**config.mk**
```make
export PLATFORM = sky130hd
export DESIGN_NAME = dlx_decode_issue
export DESIGN_NICKNAME = d
export VERILOG_FILES = /design/src/rtl/dlx_decode_issue.sv
export SDC_FILE = /design/constraint.sdc
export NUM_CORES = 2
export LEC_CHECK = 0
export BUFFER_PORTS_ARGS = -buffer_cell sky130_fd_sc_hd__buf_2
export CAP_MARGIN = 20
export CORE_ASPECT_RATIO = 0.9
export CORE_MARGIN = 3
export CORE_UTILIZATION = 62
export CTS_BUF_LIST = sky130_fd_sc_hd__clkbuf_8 sky130_fd_sc_hd__clkbuf_16
export CTS_CLUSTER_SIZE = 30
export DETAILED_ROUTE_END_ITERATION = 8
export GPL_ROUTABILITY_DRIVEN = 0
export PLACE_DENSITY = 0.8
export SLEW_MARGIN = 25
export SYNTH_ARGS = -nofsm -noshare
export SYNTH_HDL_FRONTEND = slang
export SYNTH_SLANG_ARGS = --single-unit
```
**constraint.sdc**
```tcl
create_clock -name clk -period 22 [get_ports clk]
set_input_delay 3.3 -clock clk [delete_from_list [all_inputs] [get_ports clk]]
set_output_delay 3.3 -clock clk [all_outputs]
set_load 0.02 [all_outputs]
```
**src/rtl/dlx_decode_issue.sv**
```systemverilog
// DLX decode/issue stage: decodes instructions, reads the register file, tracks
// pending writes to stall on read-after-write hazards, and registers ALU operands.
module dlx_decode_issue #(
   parameter int REGISTER_WIDTH  = 32,
   parameter int IMMEDIATE_WIDTH = 16,
   parameter int REG_ADDR_WIDTH  = 4
) (
   input  logic                      clk,
   input  logic                      rst,
   input  logic                      in_valid,
   input  logic [31:0]               in_instr,
   output logic                      in_ready,
   output logic                      out_valid,
   input  logic                      out_ready,
   output logic [REGISTER_WIDTH-1:0] aluin1,
   output logic [REGISTER_WIDTH-1:0] aluin2,
   output logic [2:0]                opselect,
   output logic [2:0]                operation,
   output logic [4:0]                shift_amt,
   output logic                      enable_arith,
   output logic                      enable_shift,
   output logic [REG_ADDR_WIDTH-1:0] dest,
   input  logic                      wb_en,
   input  logic [REG_ADDR_WIDTH-1:0] wb_addr,
   input  logic [REGISTER_WIDTH-1:0] wb_data,
   input  logic                      flush,
   output logic                      illegal_instr
);

   localparam int NUM_REGS = 2 ** REG_ADDR_WIDTH;

   typedef enum logic [2:0] {
      OP_SHIFT_REG = 3'b000,
      OP_ARITH     = 3'b001,
      OP_SHIFT_IMM = 3'b010,
      OP_MEM_WRITE = 3'b100,
      OP_MEM_READ  = 3'b101
   } opsel_e;

   logic [REGISTER_WIDTH-1:0]  regs [NUM_REGS];
   logic [NUM_REGS-1:0]        pending;

   logic [2:0]                 f_opsel;
   logic [2:0]                 f_oper;
   logic                       f_imm_sel;
   logic [REG_ADDR_WIDTH-1:0]  f_dest;
   logic [REG_ADDR_WIDTH-1:0]  f_src1;
   logic                       f_imm_sign;
   logic [REG_ADDR_WIDTH-1:0]  f_src2;
   logic [IMMEDIATE_WIDTH-1:0] f_imm;

   assign f_opsel    = in_instr[31:29];
   assign f_oper     = in_instr[28:26];
   assign f_imm_sel  = in_instr[25];
   assign f_dest     = in_instr[24:21];
   assign f_src1     = in_instr[20:17];
   assign f_imm_sign = in_instr[16];
   assign f_src2     = in_instr[15:12];
   assign f_imm      = in_instr[15:0];

   logic [REGISTER_WIDTH-1:0] src1_val;
   logic [REGISTER_WIDTH-1:0] src2_val;
   logic [REGISTER_WIDTH-1:0] imm_ext;
   logic [REGISTER_WIDTH-1:0] op2_val;
   logic [4:0]                shamt;
   logic                      legal;
   logic                      is_shift;
   logic                      is_store;
   logic                      writes_dest;
   logic [NUM_REGS-1:0]       wb_clear;
   logic [NUM_REGS-1:0]       set_mask;
   logic [NUM_REGS-1:0]       pend_eff;
   logic                      hazard;
   logic                      accept;

   // Register 0 is hardwired to zero; a same-cycle writeback is forwarded to the read.
   always_comb begin
      src1_val = regs[f_src1];
      src2_val = regs[f_src2];
      if (wb_en && wb_addr == f_src1) src1_val = wb_data;
      if (wb_en && wb_addr == f_src2) src2_val = wb_data;
      if (f_src1 == '0) src1_val = '0;
      if (f_src2 == '0) src2_val = '0;
   end

   assign imm_ext = f_imm_sign ? {{(REGISTER_WIDTH-IMMEDIATE_WIDTH){f_imm[IMMEDIATE_WIDTH-1]}}, f_imm}
                               : {{(REGISTER_WIDTH-IMMEDIATE_WIDTH){1'b0}}, f_imm};
   assign op2_val = f_imm_sel ? imm_ext : src2_val;

   // NOTE: every variable driven in always_comb gets a default first so no latch is inferred.
   always_comb begin
      legal    = 1'b0;
      is_shift = 1'b0;
      is_store = 1'b0;
      shamt    = 5'd0;
      case (f_opsel)
         OP_SHIFT_REG: begin legal = 1'b1; is_shift = 1'b1; shamt = src2_val[4:0]; end
         OP_SHIFT_IMM: begin legal = 1'b1; is_shift = 1'b1; shamt = f_imm[4:0];    end
         OP_ARITH:     legal = 1'b1;
         OP_MEM_READ:  legal = 1'b1;
         OP_MEM_WRITE: begin legal = 1'b1; is_store = 1'b1; end
         default:      legal = 1'b0;
      endcase
   end

   assign writes_dest = legal && !is_store && (f_dest != '0);

   // A writeback this cycle already satisfies any reader of that register.
   assign wb_clear = wb_en ? ({{(NUM_REGS-1){1'b0}}, 1'b1} << wb_addr) : '0;
   assign pend_eff = pending & ~wb_clear;

   assign hazard   = in_valid && (pend_eff[f_src1] ||
                                  (!f_imm_sel && pend_eff[f_src2]) ||
                                  (is_store && pend_eff[f_dest]));
   assign in_ready = !hazard && (!out_valid || out_ready) && !flush;
   assign accept   = in_valid && in_ready;
   assign set_mask = (accept && writes_dest) ? ({{(NUM_REGS-1){1'b1}} & '0} | ({{(NUM_REGS-1){1'b0}}, 1'b1} << f_dest))
                                             : '0;

   // NOTE: the register file sits in the reset domain so every register reads zero after
   // reset; this forces it into flops instead of a RAM macro.
   always_ff @(posedge clk or posedge rst) begin
      if (rst) begin
         for (int i = 0; i < NUM_REGS; i++) regs[i] <= '0;
         pending       <= '0;
         out_valid     <= 1'b0;
         aluin1        <= '0;
         aluin2        <= '0;
         opselect      <= 3'd0;
         operation     <= 3'd0;
         shift_amt     <= 5'd0;
         enable_arith  <= 1'b0;
         enable_shift  <= 1'b0;
         dest          <= '0;
         illegal_instr <= 1'b0;
      end else begin
         if (wb_en && wb_addr != '0) regs[wb_addr] <= wb_data;

         // Set wins over a same-cycle writeback clear; flush wipes everything.
         pending       <= flush ? '0 : ((pending & ~wb_clear) | set_mask);
         illegal_instr <= accept && !legal;

         if (flush) begin
            out_valid <= 1'b0;
         end else if (accept && legal) begin
            out_valid    <= 1'b1;
            aluin1       <= src1_val;
            aluin2       <= op2_val;
            opselect     <= f_opsel;
            operation    <= f_oper;
            shift_amt    <= shamt;
            enable_shift <= is_shift;
            enable_arith <= !is_shift;
            dest         <= f_dest;
         end else if (out_ready) begin
            out_valid <= 1'b0;
         end
      end
   end

endmodule

```
==> flow_summary_export.csv <==
group,metric,value,unit
sta,drv_slew,0,
place,dp_worst_setup_slack,12.44,ns
synthesis,yosysSeqAreaShare,0.477,
synthesis,synth_ff_type,"dfrtp_1",
worst_hold_path,worst_hold_path.endpoint,"regs[487]",
place,dpl-instance-area,33100,µm²
critical_path,r2r_slack,18.80,ns
sta,relSlewSlack,0.240,
cells_and_area,fin_nets,2339,
floorplan,fp-row-count,78,
cells_and_area,post-route-util,0.693,
route,remaining_drc_errors,0,
worst_hold_path,min_path_type,"flip-flop to flip-flop",
job,cap_viol_max_count,0,
power,power.internal,2.43,mW
grt,grt_overflow,0,
synthesis,synth-seq-cells,611,
place,dpl.hpwl,46400,µm
cells_and_area,drive_gt1_frac,0.460,
sta,final-hold-violation-count,0,
cts,root_buffer,"clkbuf_16",
synthesis,synthTopCellsByArea,"dfrtp_1 (48%), mux4_2 (22%), mux2_2 (15%)",
critical_path,endpoint_kind,"output pin",
critical_path,critical_path.max_fanout,27,
grt,antenna_found_initial,0,
power,power_switching,0.981,mW
grt,grt_util_all_layers,0.319,
route,vias_per_cell,6.97,
route,drtPass1Iterations,8,
critical_path,startpoint_type,"primary input",
critical_path,r2r_start,"pending[14]",
synthesis,syn_avg_cell_area,14.2,µm²
synthesis,async_reset_ff_frac,1.00,
power,ir_drop,0.0000763,V
synthesis,synth_area,32100,µm²
route,wl_per_cell,28.3,µm
sta,finalCritPeriodShare,0.432,
critical_path,timing.rr.end,"aluin1[13]",
worst_hold_path,holdPathStages,0,
synthesis,synth_edf_count,0,
route,drt_wl_total,84800,µm
synthesis,synth_top_area_share,0.477,
floorplan,die_height,222,µm
critical_path,r2r.worst_path.cells,9,
route,ant_nets,0,
critical_path,cp_data_required_time,18.70,ns
power,switching_share,0.287,
cells_and_area,num_antenna_cells,0,
grt,grt_max_degree,194,
power,power_density,97.1,nW/µm²
synthesis,synthCells,2254,
power,p_clk_frac,0.301,
grt,grt_pass1_wl,132000,µm
cts,postCtsSetupRepairBufs,0,
floorplan,die-area,54500,µm²
cells_and_area,design_area,35200,µm²
sta,tightestPinTransition,1.14,ns
cells_and_area,area_growth,9.66,%
grt,grt_pass1_vias,21832,
route,vias,20848,
sta,fmax,105,MHz
power,pwr-share-seq,0.457,
place,port_buffers,157,
route,drt-initial-drc-count,1907,
critical_path,cp.arrival,6.21,ns
cts,numCtsBuffers,60,
outcome,outcome,"complete, no violations",
critical_path,criticalPathCategory,"primary input to output pin",
sta,setup_viol_count_final,0,
cts,cts_resized,0,
floorplan,start_util,0.632,
sta,setup_tns,0,ns
synthesis,ys_warn_count,0,
cts,h-tree-depth,2,
cells_and_area,final_cells,2992,
floorplan,design.core.area,50700,µm²
synthesis,post-synth-top-count-cell,"dfrtp_1",
synthesis,ys_types,52,
floorplan,die_x,246,µm
synthesis,syn-num-nets,2328,
sta,rsz0062_at_grt,"no",
floorplan,pin_count,158,
cts,cts_buffer_depth,3,
sta,worst_slack,12.49,ns
cts,clock-sinks,611,
power,p_comb_frac,0.243,
power,p_leak,15.1,nW
cts,cts_tree,"done",
sta,fin_skew,0.0174,ns
sta,period_minus_slack,9.51,ns
place,dpl.cell_count,2880,
worst_hold_path,hold_path.startpoint,"regs[487]",
synthesis,synth_commonest_cells,"dfrtp_1 (611), mux2_2 (423), mux4_2 (320)",
cts,holdBufCountCts,0,
cts,clkLatencyLatePin,0.64,ns
synthesis,synth_top_area_cell,"dfrtp_1",
cts,cts.reportedPaths.clkPinSlew,0.06,ns
[registers in the layout, indices dropped and copies added, names as in the netlist]
signal         count
enable_arith       1
illegal_instr      1
dest               4
out_valid          1
shift_amt          5
aluin2            32
operation          3
regs             512
aluin1            32
opselect           3
enable_shift       1
pending           16
[power by group through the flow]
| stage | combinational, mW | sequential (mW) | clock [mW] |
|---|---|---|---|
| final | 0.828 | 1.56 | 1.03 |
| after CTS | 0.830 | 1.55 | 1.04 |
| after detailed placement | 0.825 | 1.57 | 0 |
| after global routing | 0.886 | 1.59 | 1.08 |
| after floorplan | 0.569 | 1.58 | 0 |
| after global placement | 0.801 | 1.54 | 0 |
[cell families (layout without fill, tap and decap cells)]
logic type / count (synthesis) / after routing / synth area share
XOR/XNOR: 8 / 8 / 0.00219
AND/OR/NAND/NOR: 385 / 385 / 0.0513
AO/OA/AOI/OAI: 151 / 151 / 0.0289
buffers and inverters: 252 / 310 / 0.0325
multiplexers: 847 / 847 / 0.408
flip-flops: 611 / 611 / 0.477
[routing by layer]
metal | part of all wire | vias to the layer above | wire length [µm] | track usage
met5 | 0 | - | 0 | 0
met4 | 0.045 | 0 | 3820 | 0.143
met3 | 0.092 | 256 | 7820 | 0.0677
met2 | 0.48 | 1152 | 40400 | 0.492
met1 | 0.39 | 10979 | 32700 | 0.443
li1 | - | 8461 | - | -
[worst max-delay path: stages]
cell and delay [ns]:
buf_2 0.17, nand2b_1 0.47, or2_2 0.95, a211o_1 0.24, nand4_1 0.09, o31ai_1 0.49, o31ai_1 0.12, and3b_1 0.21
buf_2 0.16
[cell type report]
cell class	count	area (µm²)
multi-input cells	1391	15800
fillers	3376	15600
flip-flops and latches	611	15300
clock buffers	75	1720
repair buffers	194	1190
well taps	680	851
clock inverters	34	243
inverters	7	33.8
[through the flow]
step	hold WS, ns	power [mW]
global placement	0.376	2.34
CTS	0.397	3.42
floorplan	0.441	2.15
global route	0.408	3.56
detailed placement	0.383	2.39
finish	0.396	3.41
[worst max-delay path by stage]
stage / start / end / slack, ns / cells after the start
floorplan: rst / aluin1[0] / 1.59 / 1
global placement: in_instr[12] / in_ready / 12.41 / 9
detailed placement: in_instr[12] / in_ready / 12.44 / 9
CTS: in_instr[12] / in_ready / 12.46 / 9
global route: in_instr[12] / in_ready / 12.20 / 9
finish: wb_addr[2] / in_ready / 12.49 / 9
[placed cells by master, fill, tap and decap left out, drive strengths merged, types with 4 or more instances in the layout]
cell type,netlist,routed
clkinv,1,12
o221ai,4,4
nand3,7,7
o21ai,44,44
nand3b,4,4
mux2,489,489
buf,70,193
or2,8,8
inv,6,24
mux2i,38,38
nand2,288,288
a21oi,57,57
o211ai,7,7
nor2b,7,7
nor3b,4,4
nor3,16,16
xor2,6,6
nor2,25,25
nor4,6,6
o2111ai,4,4
a22o,10,10
clkbuf,175,76
a22oi,10,10
mux4,320,320
nand2b,6,6
nand4,7,7
dfrtp,611,611
Power figures use the tool's default switching activity.
